==> src/rtl/core_bus_arbiter.sv <==
// Merges the core's instruction-fetch and data ports onto one single-beat memory port.
// One request is in flight at a time; the winner is latched and replayed to memory until it completes.
module core_bus_arbiter #(
  parameter bit DPRIO = 1'b1
) (
  input  logic        clk,
  input  logic        reset,
  input  logic        ireq_valid,
  input  logic [63:0] ireq_addr,
  output logic        iresp_addr_ok,
  output logic        iresp_data_ok,
  output logic [31:0] iresp_data,
  input  logic        dreq_valid,
  input  logic [63:0] dreq_addr,
  input  logic [2:0]  dreq_size,
  input  logic [7:0]  dreq_strobe,
  input  logic [63:0] dreq_data,
  output logic        dresp_addr_ok,
  output logic        dresp_data_ok,
  output logic [63:0] dresp_data,
  output logic        mreq_valid,
  output logic        mreq_write,
  output logic [63:0] mreq_addr,
  output logic [2:0]  mreq_size,
  output logic [7:0]  mreq_strobe,
  output logic [63:0] mreq_wdata,
  input  logic        mresp_ready,
  input  logic [63:0] mresp_data
);

  localparam logic [1:0] IDLE  = 2'd0;
  localparam logic [1:0] IBUSY = 2'd1;
  localparam logic [1:0] DBUSY = 2'd2;

  logic [1:0] state;
  logic       last_grant;
  logic       tie_to_d;
  logic       grant_d;
  logic       grant_i;
  logic       i_done;
  logic       d_done;

  // With a one-bit history both priority settings collapse to strict alternation on ties:
  // the port that was not served last wins.
  always_comb begin
    tie_to_d = DPRIO ? (last_grant == 1'b0) : !(last_grant == 1'b1);
    grant_d  = dreq_valid && (!ireq_valid || tie_to_d);
    grant_i  = ireq_valid && !grant_d;
  end

  always_ff @(posedge clk) begin
    if (reset) begin
      state       <= IDLE;
      last_grant  <= 1'b0;
      mreq_valid  <= 1'b0;
      mreq_write  <= 1'b0;
      mreq_addr   <= 64'h0;
      mreq_size   <= 3'd0;
      mreq_strobe <= 8'h00;
      mreq_wdata  <= 64'h0;
    end else begin
      case (state)
        IDLE: begin
          if (grant_d) begin
            state       <= DBUSY;
            last_grant  <= 1'b1;
            mreq_valid  <= 1'b1;
            mreq_write  <= |dreq_strobe;
            mreq_addr   <= dreq_addr;
            mreq_size   <= dreq_size;
            mreq_strobe <= dreq_strobe;
            mreq_wdata  <= dreq_data;
          end else if (grant_i) begin
            state       <= IBUSY;
            last_grant  <= 1'b0;
            mreq_valid  <= 1'b1;
            mreq_write  <= 1'b0;
            mreq_addr   <= ireq_addr;
            mreq_size   <= 3'd2;
            mreq_strobe <= 8'h00;
            mreq_wdata  <= 64'h0;
          end
        end
        IBUSY, DBUSY: begin
          if (mresp_ready) begin
            state      <= IDLE;
            mreq_valid <= 1'b0;
          end
        end
        default: begin
          state      <= IDLE;
          mreq_valid <= 1'b0;
        end
      endcase
    end
  end

  // A port that withdrew its request before completion gets no pulse and sees zero data.
  always_comb begin
    i_done        = (state == IBUSY) && mresp_ready && ireq_valid;
    d_done        = (state == DBUSY) && mresp_ready && dreq_valid;
    iresp_addr_ok = i_done;
    iresp_data_ok = i_done;
    iresp_data    = 32'h0;
    if (i_done) begin
      iresp_data = mreq_addr[2] ? mresp_data[63:32] : mresp_data[31:0];
    end
    dresp_addr_ok = d_done;
    dresp_data_ok = d_done;
    dresp_data    = d_done ? mresp_data : 64'h0;
  end

endmodule

==> config.mk <==
export PLATFORM = sky130hd
export DESIGN_NAME = core_bus_arbiter
export DESIGN_NICKNAME = d
export VERILOG_FILES = /design/src/rtl/core_bus_arbiter.sv
export SDC_FILE = /design/constraint.sdc
export NUM_CORES = 1
export LEC_CHECK = 0
export CELL_PAD_IN_SITES_DETAIL_PLACEMENT = 1
export CELL_PAD_IN_SITES_GLOBAL_PLACEMENT = 2
export CORE_ASPECT_RATIO = 0.6
export CORE_MARGIN = 1.5
export CORE_UTILIZATION = 17
export CTS_BUF_LIST = sky130_fd_sc_hd__clkbuf_4 sky130_fd_sc_hd__clkbuf_8
export CTS_CLUSTER_DIAMETER = 80
export DETAILED_ROUTE_END_ITERATION = 7
export GPL_TIMING_DRIVEN = 1
export MAX_ROUTING_LAYER = met4
export PLACE_DENSITY_LB_ADDON = 0.1
export SETUP_SLACK_MARGIN = 0.5
export SYNTH_ARGS = -nofsm -noshare
export SYNTH_HDL_FRONTEND = slang
export SYNTH_SLANG_ARGS = --single-unit
==> constraint.sdc <==
create_clock -name clk -period 2.6 [get_ports clk]
set_input_delay 0.78 -clock clk [delete_from_list [all_inputs] [get_ports clk]]
set_output_delay 0.78 -clock clk [all_outputs]
set_load 0.005 [all_outputs]
-- After elaboration in Yosys (flattened, before gate mapping)
Index checks and enable logic that the tools add are counted.
- mux-type cells: 22
- bitwise operators: 1
- eq/ne operators: 4
- reductions and logical operators: 15
- operators by type and width (operator ; count):
    $mux 64 ; 5
    $mux 32 ; 2
    $mux 8 ; 2
    $reduce_or 8->1 ; 1
    $logic_and 1x1->1 ; 6
    $mux 1 ; 6
    $mux 2 ; 3
    $mux 3 ; 2
    $pmux 2 s2 ; 1
    $reduce_and 2->1 ; 2
    $ne 3x3->1 const B ; 1
    $eq 2x1->1 const B ; 1
    $eq 2x2->1 const B ; 1
    $logic_not 1->1 ; 2
    $logic_not 2->1 ; 1
    $ne 2x2->1 const B ; 1
    $pmux 1 s2 ; 1
    $reduce_bool 2->1 ; 1
    $reduce_or 2->1 ; 1
    $logic_or 1x1->1 ; 1
    $not 1->1 ; 1
- register bits after elaboration: 144

-- Longest topological paths before layout
Gate-level depths: netlist of the first run.
- depth in word-level cells: 8
- depth in mapped cells: 8
- depth with buffers taken out: 5

-- Worst setup path after synthesis of the first run
Ideal clock, no wire load.
- kind: input to output
- start point: input ireq_valid
- end point: output iresp_data_ok
- stages: 5
- arrival time: 1603 ps
- buffers on the path: 3
- setup slack: 217 ps
- cells stage by stage: buf_2 nand3_1 clkbuf_1 inv_1 buf_4
- longest elaborated chain between the ends: 1
- RTL lines (element ; RTL line ; RTL):
    start: declaration ; 8 ; input logic ireq_valid,
    $logic_and 1x1->1 ; 100 ; i_done = (state == IBUSY) && mresp_ready && ireq_valid;
    end: declaration ; 11 ; output logic iresp_data_ok,
No other way between the ends.

-- Worst setup path in the final report of the first run
- start point: input dreq_valid
- end point: output dresp_data[40]
- longest elaborated chain between the ends: 2
- RTL lines (element ; RTL line ; RTL):
    start: declaration ; 13 ; input logic dreq_valid,
    $logic_and 1x1->1 ; 101 ; d_done = (state == DBUSY) && mresp_ready && dreq_valid;
    $mux 64 ; 110 ; dresp_data = d_done ? mresp_data : 64'h0;
    end: declaration ; 20 ; output logic [63:0] dresp_data,
No other way between the ends.

==> results.md, run 1 <==
- The run finished, with violations left.
- The checks that failed: negative setup slack.
- The first routing iteration left 301 violations.
- The prevailing post-synth register cell is dfxtp_1.
- The worst voltage drop across the vdd grid is 0.000296 V.
- The internal power consumption is 4.87 mW.
- The endpoint type of the worst setup path is a primary output.
- The number of filler instances in the final layout is 4375.
- The leakage power summed over all cells is 6.00 nW.
- In this run the critical register-to-register path is launched from state[0].
- The number of antenna violations at the first check in global routing was 1.
- From synthesis to final layout, the design area changed by 108%.
- In the synthesized netlist, the cells that appear most often are nor2_1 (172), dfxtp_1 (144), a32oi_1 (74).
- The maximum root-to-sink buffer count is 2.
- CTS built an H-tree with a depth of 4.
- Along the worst path, the maximum fanout reaches 5.
- The post-synthesis cell area is 0.00664 sq mm.
- The die covers 0.0403 sq mm.
- The sum of routed wire length over all layers is 38500 um.
- In this run the standard cell core region covers 0.0381 sq mm.
- The number of failing hold endpoints at the final stage is 0.
- The worst clock skew is 18.5 ps.
- The clock reaches the later pin of the worst-skew pair after 480 ps.
- The tool flagged a number of max-cap violations equal to 0.
- The detail-routed via count per cell is 4.31.
- The area share of the largest cell type after synthesis is 43.4%.
- Prior to clock tree synthesis, the placed netlist has a worst setup slack of -595 ps.
- The transition at the pin with the smallest max-transition slack is 555 ps.
- The final route contains 7966 vias.
- The clock input transition at the sequential cells of the worst setup and hold paths is 80 ps.
- The fraction of layout cells with a size suffix above 1 is 27.2%.
- The power consumption is 7.23 mW.
- In this run the tool buffered the top-level ports with 512 buffer cells.
- The number of endpoints failing setup at the final stage is 16.
- The first-pass GRT wire length is 55600 um.
- The detail route stage leaves a number of antenna-violating nets equal to 0.
- The gate count after technology mapping is 795.
- The most instantiated library cell after synthesis is nor2_1.
- In the final routed layout, each cell accounts on average for 20.8 um.
- The first detailed-routing pass ran for 4 iterations.
- For this design the ratio of total power to cell area is 524 mW/mm^2.
- The max-slew violation count is 0.
- The number of nets produced by synthesis is 1070.
- The upper clock frequency limit is 374 MHz.
- The average cell area after synthesis is 8.35 sq um.
- The launch instance of the worst min-delay path is mreq_write.
- By area the synthesized netlist is led by dfxtp_1 (43%), a32oi_1 (9.8%), nor2_1 (9.7%).
- Data on the critical path arrives at its endpoint at 1890 ps.
- The DRC violations left is 0.
- The smallest clock period supported by the final layout is computed as 2670 ps.
- Setup repair after global routing could not meet its margin everywhere.
- The number of cells on the worst reg-to-reg path is 11.
- The final layout contains 1595 nets.
- In this run the count of I/O pins placed on the die edge is 513.
- Of the total power, the share spent switching nets is 32.7%.
- The fraction of synthesis flops using an asynchronous set or reset pin is 0%.
- The width of the chip is 258 um.
- The number of clock buffers inserted by TritonCTS is 17.
- The detailed-placement wirelength estimate is 27600 um.
- The floorplan has 55 rows.
- The post-synthesis register bit count is 144.
- Clock tree synthesis found a total of 144 sinks.
- Routability-driven placement finished with a final weighted congestion of 0.785.
- The worst endpoint required time is 1820 ps.
- The proportion of power drawn by combinational gates is 34.6%.
- In this run, the clock network consumes 29.3% of the power.
- The worst hold path was traced through 2 stages.
- In this run the clock root is driven by a clkbuf_8.
- The category of the most critical setup path is input port to primary output.
- The power share of the sequential group is 36.0%.
- The worst setup path startpoint is dreq_valid.
- Yosys printed 0 warnings.
- The final period utilization is 103%.
- The number of global-route vias before repair is 8426.
- The TritonCTS clock tree is built.
- Summing all non-filler instances in the final layout gives an area of 0.0138 sq mm.
- From bottom edge to top edge, the die measures 156 um.
- The path class of the lowest-slack min-delay path is flip-flop to flip-flop.
- Global routing finished with a remaining overflow of 0.
- Of all cell types, the one taking the most synthesized area is dfxtp_1.
- Synthesis instantiated 29 different standard cells from the library.
- The instance area at placement is 0.0127 sq mm.
- The critical path startpoint category is an input port.
- The minimum setup slack in the final design is -74.5 ps.
- The worst slew margin relative to its limit is 63.0%.
- The initial standard-cell utilization of the core is 17.4%.
- Yosys mapped a number of flops with a built-in enable equal to 0.
- On the final layout, the worst hold slack is 466 ps.
- The switching component of the power is 2.36 mW.
- Entering global routing, the biggest net connects 75 pins.
- For this run, the total global-route usage over all layers was measured as 19.0%.
- The share of the Yosys chip area taken by registers is 43.4%.
-- what timing repair did --
action / CTS / global route
endpoints found under the setup margin: 241 / 106
resized for setup: 659 / 113
pin swaps: 32 / 22
hold buffers: 0 / 0
setup buffers: 20 / 9
cloned: 6 / 1
hold endpoints to repair: 0 / 0
-- sequential cells by signal (all words and copies together) (netlist names) --
signal	count
mreq_addr	64
mreq_wdata	64
mreq_strobe	8
mreq_size	3
state	2
last_grant	1
mreq_valid	1
mreq_write	1
-- stage by stage --
stage               cells  setup TNS [ps]  utilization, %
floorplan             795               0               -
global placement     1778          -48650            33.4
detailed placement   1778          -50380            33.4
CTS                  1836           -1060            34.8
global route         1847           -3270            36.2
finish               1849            -836            36.3
-- area by class of cell --
cell class                      count  area [sq um]  share of cell area, %
Timing Repair Buffer              592          5940                   43.0
Multi-Input combinational cell    561          3800                   27.5
Sequential cell                   144          2940                   21.3
Tap cell                          513           642                   4.65
Clock buffer                       18           248                   1.80
Clock inverter                     14           205                   1.49
Inverter                            4          20.0                  0.145
Antenna cell                        3          7.51                 0.0544
-- path summary, 6_finish.rpt --
| path | endpoint | slack [ps] |
|---|---|---|
| max | dresp_data[40] | -70 |
| min reg2reg | mreq_write | 470 |
| max reg2reg | mreq_addr[34] | 600 |
| min | mreq_write | 470 |
-- kinds of logic (layout without fill, tap and decap cells) --
logic type / after synthesis / after routing / share of synthesized area, %
flops: 144 / 144 / 43.4
fa+ha+maj: 3 / 3 / 0.566
simple gates: 310 / 310 / 20.3
compound gates: 216 / 216 / 24.8
buf+inv: 90 / 628 / 6.05
other cells: 0 / 3 / 0
mux: 32 / 32 / 4.83
-- power by group through the flow --
stage,Combinational (mW),Clock (mW),Sequential (mW)
final,2.51,2.12,2.60
after global routing,2.72,2.32,2.64
after CTS,2.46,2.21,2.61
after detailed placement,2.49,0,2.64
after global placement,2.49,0,2.64
after floorplan,0.951,0,2.65
-- critical path, cell delays in order --
cell and delay [ps]:
dlygate4sd2_1 250, and3_4 210, buf_8 140, buf_16 130, buf_6 120, and2_4 150
buf_6 110
-- metal layers --
layer	wire length [um]	global-route usage [%]	vias up
li1	-	-	3864
met1	16900	23.4	3867
met2	18800	30.7	207
met3	2280	5.49	28
met4	498	4.18	0
met5	0	-	-
-- cell usage in the layout, fill, tap and decap left out, types with 26 or more instances in the layout --
master / n
buf_6: 60
nor2_4: 26
buf_2: 47
buf_4: 30
dfxtp_1: 105
clkdlybuf4s50_1: 260
nor2_1: 143
dlygate4sd2_1: 143
and2_4: 42
dfxtp_2: 37
nand2_1: 65
a21oi_1: 68
buf_12: 28
a32oi_1: 74
a211oi_1: 44
Note: power is estimated with default switching activity, not from simulation.
==> run 2: changes to the inputs <==
CORE_ASPECT_RATIO = unset   (was 0.6)
==> results.md, run 2 (synthesis results as in run 1) <==
- CTS placed an instance of clkbuf_8 at the clock tree root.
- The number of antenna violations at the first check in global routing was 13.
- Buffers inserted during clock tree synthesis total 17.
- The standard cell core area is 0.0386 sq mm.
- The terminus of the critical flop-to-flop path is state[1].
- The largest net degree at the start of global routing is 76.
- The top-level I/O count is 513.
- The reg-to-reg startpoint is state[0].
- The most common cell after layout, fill and taps aside is clkdlybuf4s50_1.
- Clock-pin slew was measured on the worst setup and hold paths at 90 ps.
- Counting cells, the worst reg-to-reg path comes to 7.
- The clock latency on the worst-skew pair is 490 ps.
- The die outline area is 0.0402 sq mm.
- STA classifies the critical path endpoint as a primary output.
- The area used by sequential logic in the layout is 0.00293 sq mm.
- The worst hold path terminates at mreq_write.
- The number of failing hold endpoints at the final stage is 0.
- TritonCTS built the clock tree.
- The number of levels in the clock H-tree is 4.
- The leakage power summed over all cells is 6.06 nW.
- In this run, the number of DRC markers left after iteration 0 of detailed routing was 258.
- The tool flagged a number of max-cap violations equal to 0.
- The cell count of the worst hold path is 2.
- The count of nets left with antenna violations once routing finished came out at 0.
- The worst voltage drop across the vdd grid is 0.000354 V.
- Compared with the post-synthesis result, the final layout area differs by 107%.
- The maximum root-to-sink buffer count is 2.
- The setup slack of the most critical reg-to-reg path is 730 ps.
- The DRC violations left is 0.
- In this run the worst hold path is classified as flip-flop to flip-flop.
- The total overflow left after global routing is 0.
- The sink count of the clock tree is 144.
- The number of global-route vias before repair is 8679.
- In the finished design, the share of the clock period the worst path needs comes to 105%.
- The checks that failed: negative setup slack.
- The flow ran to the end, but the final reports show violations.
- Setup repair after global routing could not meet its margin everywhere.
- At the worst endpoint, the arrival time is 1960 ps.
- The routed layout has 8108 vias.
- For the finished layout, the period the worst path requires is 2740 ps.
- Of the cells placed in the final design, the portion with a size suffix greater than 1 is 27.3%.
- The detailed-router iteration count before antenna repair is 6.
- The final layout net count is 1593.
- The sum of routed wire length over all layers is 40200 um.
- Measured along the x axis, the die boundary spans 201 um.
- The area occupied by multi-input gates is 0.00364 sq mm.
- The first-pass GRT wire length is 58600 um.
- The initial utilization of the core area, before any placement, comes to 17.2%.
- The worst endpoint required time is 1820 ps.
- For this run, the total global-route usage over all layers was measured as 20.1%.
- Derived from the worst setup path, the maximum achievable clock frequency is 365 MHz.
- The launch instance of the worst min-delay path is mreq_write.
- The count of port buffers added during placement is 512.
- The largest registers in the layout are mreq_addr x64, mreq_wdata x64, mreq_strobe x8.
- On the final layout, the worst clock skew is 14.1 ps.
- The number of filler instances in the final layout is 4507.
- The worst setup path startpoint is dreq_valid.
- Dividing the detail-routed wire length by the instance count gives 21.6 um.
- The max-slew violation count is 0.
- The minimum hold slack is 473 ps.
- The category of the most critical setup path is input port to primary output.
- In this run the core area contains 72 standard-cell rows.
- The detail-routed via count per cell is 4.35.
- The total power density per cell area is 502 mW/mm^2.
- At the end of routability-driven placement, the weighted congestion stood at 0.869.
- Along the worst path, the maximum fanout reaches 5.
- The worst slew margin relative to its limit is 65.1%.
- The minimum setup slack in the final design is -136 ps.
- The transition at the pin with the smallest max-transition slack is 523 ps.
- The number of endpoints failing setup at the final stage is 49.
- The setup TNS is -2800 ps.
- In this run the vertical extent of the chip is 201 um.
- The detailed-placement wirelength estimate is 28900 um.
- In the layout the commonest cells are clkdlybuf4s50_1 (259), nor2_1 (151), dlygate4sd2_1 (138).
- The worst setup path is launched from an input port.
==> run 2: changes by cell type in the layout (fill, tap and decap cells not counted), moves of 8 or more <==
cell and delta:
nor2_4 -22, nor2_1 +8, and2_1 -22, mux2i_1 +9, nor2_2 +14, and2_4 +22
buf_2 -21, buf_6 +25, diode_2 +11
==> run 2: what timing repair did <==
| action | in CTS | in global routing |
|---|---|---|
| setup buffers | 20 | 3 |
| gates resized for setup | 669 | 101 |
| cloned | 9 | 1 |
| endpoints found under the setup margin | 241 | 113 |
| hold buffers | 0 | 0 |
| pin swaps | 26 | 13 |
| endpoints found under the hold margin | 0 | 0 |
==> run 2: worst max-delay path, stage by stage <==
cell and delay [ps]:
dlygate4sd2_1 250, and3_4 190, buf_6 120, buf_6 120
buf_16 130, buf_6 120, and2_4 150, buf_6 100
==> run 2: per-layer routing <==
layer / up-vias / global-route usage [%] / wire (um) / share of wire (%)
li1: 3868 / - / - / -
met1: 3902 / 21.4 / 15800 / 39
met2: 299 / 34.6 / 20600 / 51
met3: 39 / 7.37 / 2990 / 7.4
met4: 0 / 6.55 / 789 / 2.0
met5: - / - / 0 / 0
==> run 2: how the worst max path moves through the flow <==
stage | to | slack, ps | cells after the start
5_1_grt | dresp_data[45] | -210 | 9
4_1_cts | dresp_data[16] | -170 | 9
3_3_place_gp | dresp_data[31] | -610 | 5
2_1_floorplan | dresp_data[14] | 450 | 4
3_5_place_dp | dresp_data[2] | -630 | 5
6_report | dresp_data[16] | -140 | 8
==> run 2: final cells by class <==
type	instances	area share, %
Multi-Input combinational cell	561	26.5
Tap cell	518	4.71
Inverter	4	0.109
Clock buffer	22	2.16
Timing Repair Buffer	590	44.2
Clock inverter	10	0.728
Antenna cell	14	0.255
Sequential cell	144	21.3
==> run 2: report_power, final <==
| part | switching, mW | total (mW) | internal, mW |
|---|---|---|---|
| Sequential | 0.128 | 2.60 | 2.47 |
| Clock | 1.01 | 1.89 | 0.880 |
| Combinational | 1.15 | 2.42 | 1.26 |
==> run 2: through the flow <==
step / utilization (%) / cell area (sq um) / power [mW] / worst slack, ps / std cells
6_report: 35.7 / 13700 / 6.91 / -136 / 1863
4_1_cts: 34.5 / 13300 / 7.03 / -173 / 1845
3_5_place_dp: 32.8 / 12600 / 5.10 / -634 / 1784
3_3_place_gp: 32.8 / 12600 / 5.08 / -606 / 1784
2_1_floorplan: - / 6750 / 3.61 / 451 / 795
5_1_grt: 35.6 / 13700 / 7.34 / -212 / 1860
==> run 3: changes to the inputs <==
CORE_ASPECT_RATIO = 0.9   (was unset)
==> results.md, run 3 (synthesis results as in run 1) <==
- The routability congestion estimate is 0.826.
- The wire length per cell after detailed routing is 21.8 um.
- The area occupied by multi-input gates is 0.00381 sq mm.
- On the final layout, the worst hold slack is 462 ps.
- The logic depth of the worst register-to-register path is 6.
- The number of antenna violations at the first check in global routing is 7.
- The number of levels in the clock H-tree is 4.
- For this design, the sink count on the clock tree is 144.
- In this run the static leakage power is 5.96 nW.
- The critical path is of the input port to primary output type.
- The worst clock skew is 14.5 ps.
- The endpoint type of the worst setup path is a primary output.
- STA puts the critical path data arrival time at 2000 ps.
- The final reports fail on negative setup slack.
- Power spread over the standard cell area amounts to 490 mW/mm^2.
- The number of failing hold endpoints at the final stage came to 0.
- The number of clock buffers inserted by TritonCTS is 17.
- The largest registers in the layout are mreq_addr x64, mreq_wdata x64, mreq_strobe x8.
- The largest net degree at the start of global routing is 54.
- The number of design-rule violations left by the first detailed-router iteration is 196.
- The internal power consumption is 4.48 mW.
- The setup slack of the most critical reg-to-reg path is 830 ps.
- The count of buffers added on input and output ports is 512.
- Combinational logic burns 35.7% of the power.
- The maximum cell stage delay along the critical path is 250 ps.
- The setup TNS is -9900 ps.
- The largest fanout on the critical path is 8.
- The tool flagged a number of max-cap violations equal to 0.
- The sum of routed wire length over all layers is 40700 um.
- The width of the chip is 211 um.
- The switching component of the power is 2.35 mW.
- The via count of the routed design is 8117.
- The HPWL after detailed placement is 29300 um.
- The number of nets still failing antenna checks after routing is 0.
- The DRC violations left is 0.
- The transition at the pin with the smallest max-transition slack is 667 ps.
- The detailed-router iteration count before antenna repair is 4.
- Counting the fill cells in the layout gives 4399.
- Across every metal layer, demand over resource in global routing totals 20.3%.
- The height of the chip is 190 um.
- The max-slew violation count came to 0.
- Global routing finished with a remaining overflow of 0.
- The clock latency on the worst-skew pair is 480 ps.
- The flow ran to the end, but the final reports show violations.
- The worst endpoint required time is 1820 ps.
- The critical path contains buffers and inverters numbering 6 combined.
- The standard cell core area is 0.0384 sq mm.
- The endpoint identified for the worst register-to-register timing path is mreq_wdata[55].
- The critical path startpoint category is an input port.
- The signal on the critical path passes through dlygate4sd2_1, and3_4, buf_6, buf_8, buf_12, buf_16, and2_4, buf_6.
- The area used by sequential logic in the layout is 0.00293 sq mm.
- The clock input transition at the sequential cells of the worst setup and hold paths is 90 ps.
- The maximum root-to-sink buffer count is 2.
- Relative to the synthesized area, the layout overhead comes to 110%.
- The clock period minus final worst setup slack is 2780 ps.
- The minimum setup slack in the final design is -183 ps.
- The initial utilization of the core area, before any placement, comes to 17.3%.
- The cell that appears most often on the critical path is buf_6.
- The upper clock frequency limit is 359 MHz.
- The share of total power in the clock network is 26.3%.
- The launch instance of the worst min-delay path is mreq_write.
- In this run the core area contains 68 standard-cell rows.
- The worst slew margin relative to its limit is 55.5%.
- Leaving out fill and tap cells, the most frequent cells in the layout are clkdlybuf4s50_1 (262), dlygate4sd2_1 (147), nor2_1 (140).
- The switching portion of total power is 34.4%.
- The kind of cell with the highest combined delay along the critical path is buffers and inverters.
- The final period utilization is 107%.
- Using the TritonRoute via totals, the vias-per-cell ratio works out to 4.34.
- The fraction of layout cells with a size suffix above 1 is 28.3%.
- In this run the clock root is driven by a clkbuf_8.
- In this run the count of I/O pins placed on the die edge is 513.
- The worst hold endpoint is mreq_write.
- Setup violations remaining at the end of the flow were counted as 83.
- Along the worst hold path, the cell count comes to 2.
- The path class of the tightest hold or removal check is flip-flop to flip-flop.
- The first-pass GRT wire length is 58200 um.
- Setup repair after global routing could not meet its margin everywhere.
- The floorplan step defined a die boundary enclosing 0.0402 sq mm.
- The cell type of the slowest stage on the worst timing path is dlygate4sd2_1.
- The share of total power dissipated in sequential elements is 38.0%.
- The number of global-route vias before repair is 8723.
- The final layout net count is 1601.
- The reg-to-reg startpoint is state[0].
- Across the VDD grid, the largest voltage drop is 0.000341 V.
- The most common cell after layout, fill and taps aside is clkdlybuf4s50_1.
- The TritonCTS clock tree is built.
run 3: stage by stage:
stage               utilization (%)  area (sq um)  std cells  power, mW  setup WS (ps)
floorplan                         -          6750        795       3.61            451
global placement               32.8         12600       1785       5.09           -729
detailed placement             32.8         12600       1785       5.11           -714
CTS                            35.0         13400       1858       6.93           -244
global route                   36.3         13900       1870       7.27           -265
finish                         36.3         13900       1870       6.83           -183
run 3: cell type report:
cell class                      instances  share of cell area [%]
Clock buffer                           17                    1.68
Antenna cell                            7                   0.126
Inverter                                4                   0.108
Multi-Input combinational cell        561                    27.3
Sequential cell                       144                    21.0
Clock inverter                         14                   0.951
Timing Repair Buffer                  598                    44.1
Tap cell                              525                    4.71
run 3: worst max path at each step:
stage	start	end	slack, ps	cells past startpoint
5_1_grt	state[0]	dresp_data[26]	-260	9
4_1_cts	state[0]	dresp_data[47]	-240	9
3_5_place_dp	mresp_ready	iresp_data[27]	-710	6
6_report	dreq_valid	dresp_data[25]	-180	8
3_3_place_gp	mresp_ready	iresp_data[27]	-730	6
2_1_floorplan	mresp_ready	dresp_data[14]	450	4
run 3: routing by layer:
metal	vias up	GRT usage (%)	part of all wire [%]
met3	23	7.97	9.0
met4	0	5.16	1.3
met5	-	-	0
met1	3925	21.2	38
met2	293	35.5	52
li1	3876	-	-
run 3: repair_timing:
| action | 4_1_cts | 5_1_grt |
|---|---|---|
| gates resized for setup | 716 | 122 |
| hold buffers | 0 | 0 |
| cloned | 8 | 0 |
| setup endpoints to repair | 241 | 100 |
| setup buffers | 34 | 5 |
| pin swaps | 36 | 30 |
| endpoints found under the hold margin | 0 | 0 |
run 3: power by group through the flow:
stage          sequential [mW]  clock (mW)  combinational [mW]
2_1_floorplan             2.65           0               0.951
3_3_place_gp              2.65           0                2.45
3_5_place_dp              2.66           0                2.45
4_1_cts                   2.60        1.91                2.41
5_1_grt                   2.64        1.99                2.64
6_report                  2.60        1.80                2.43
run 3: worst min-delay path: stages (launching register included):
cell and delay, ps:
dfxtp_1 320, nand2_1 50, a21oi_1 50
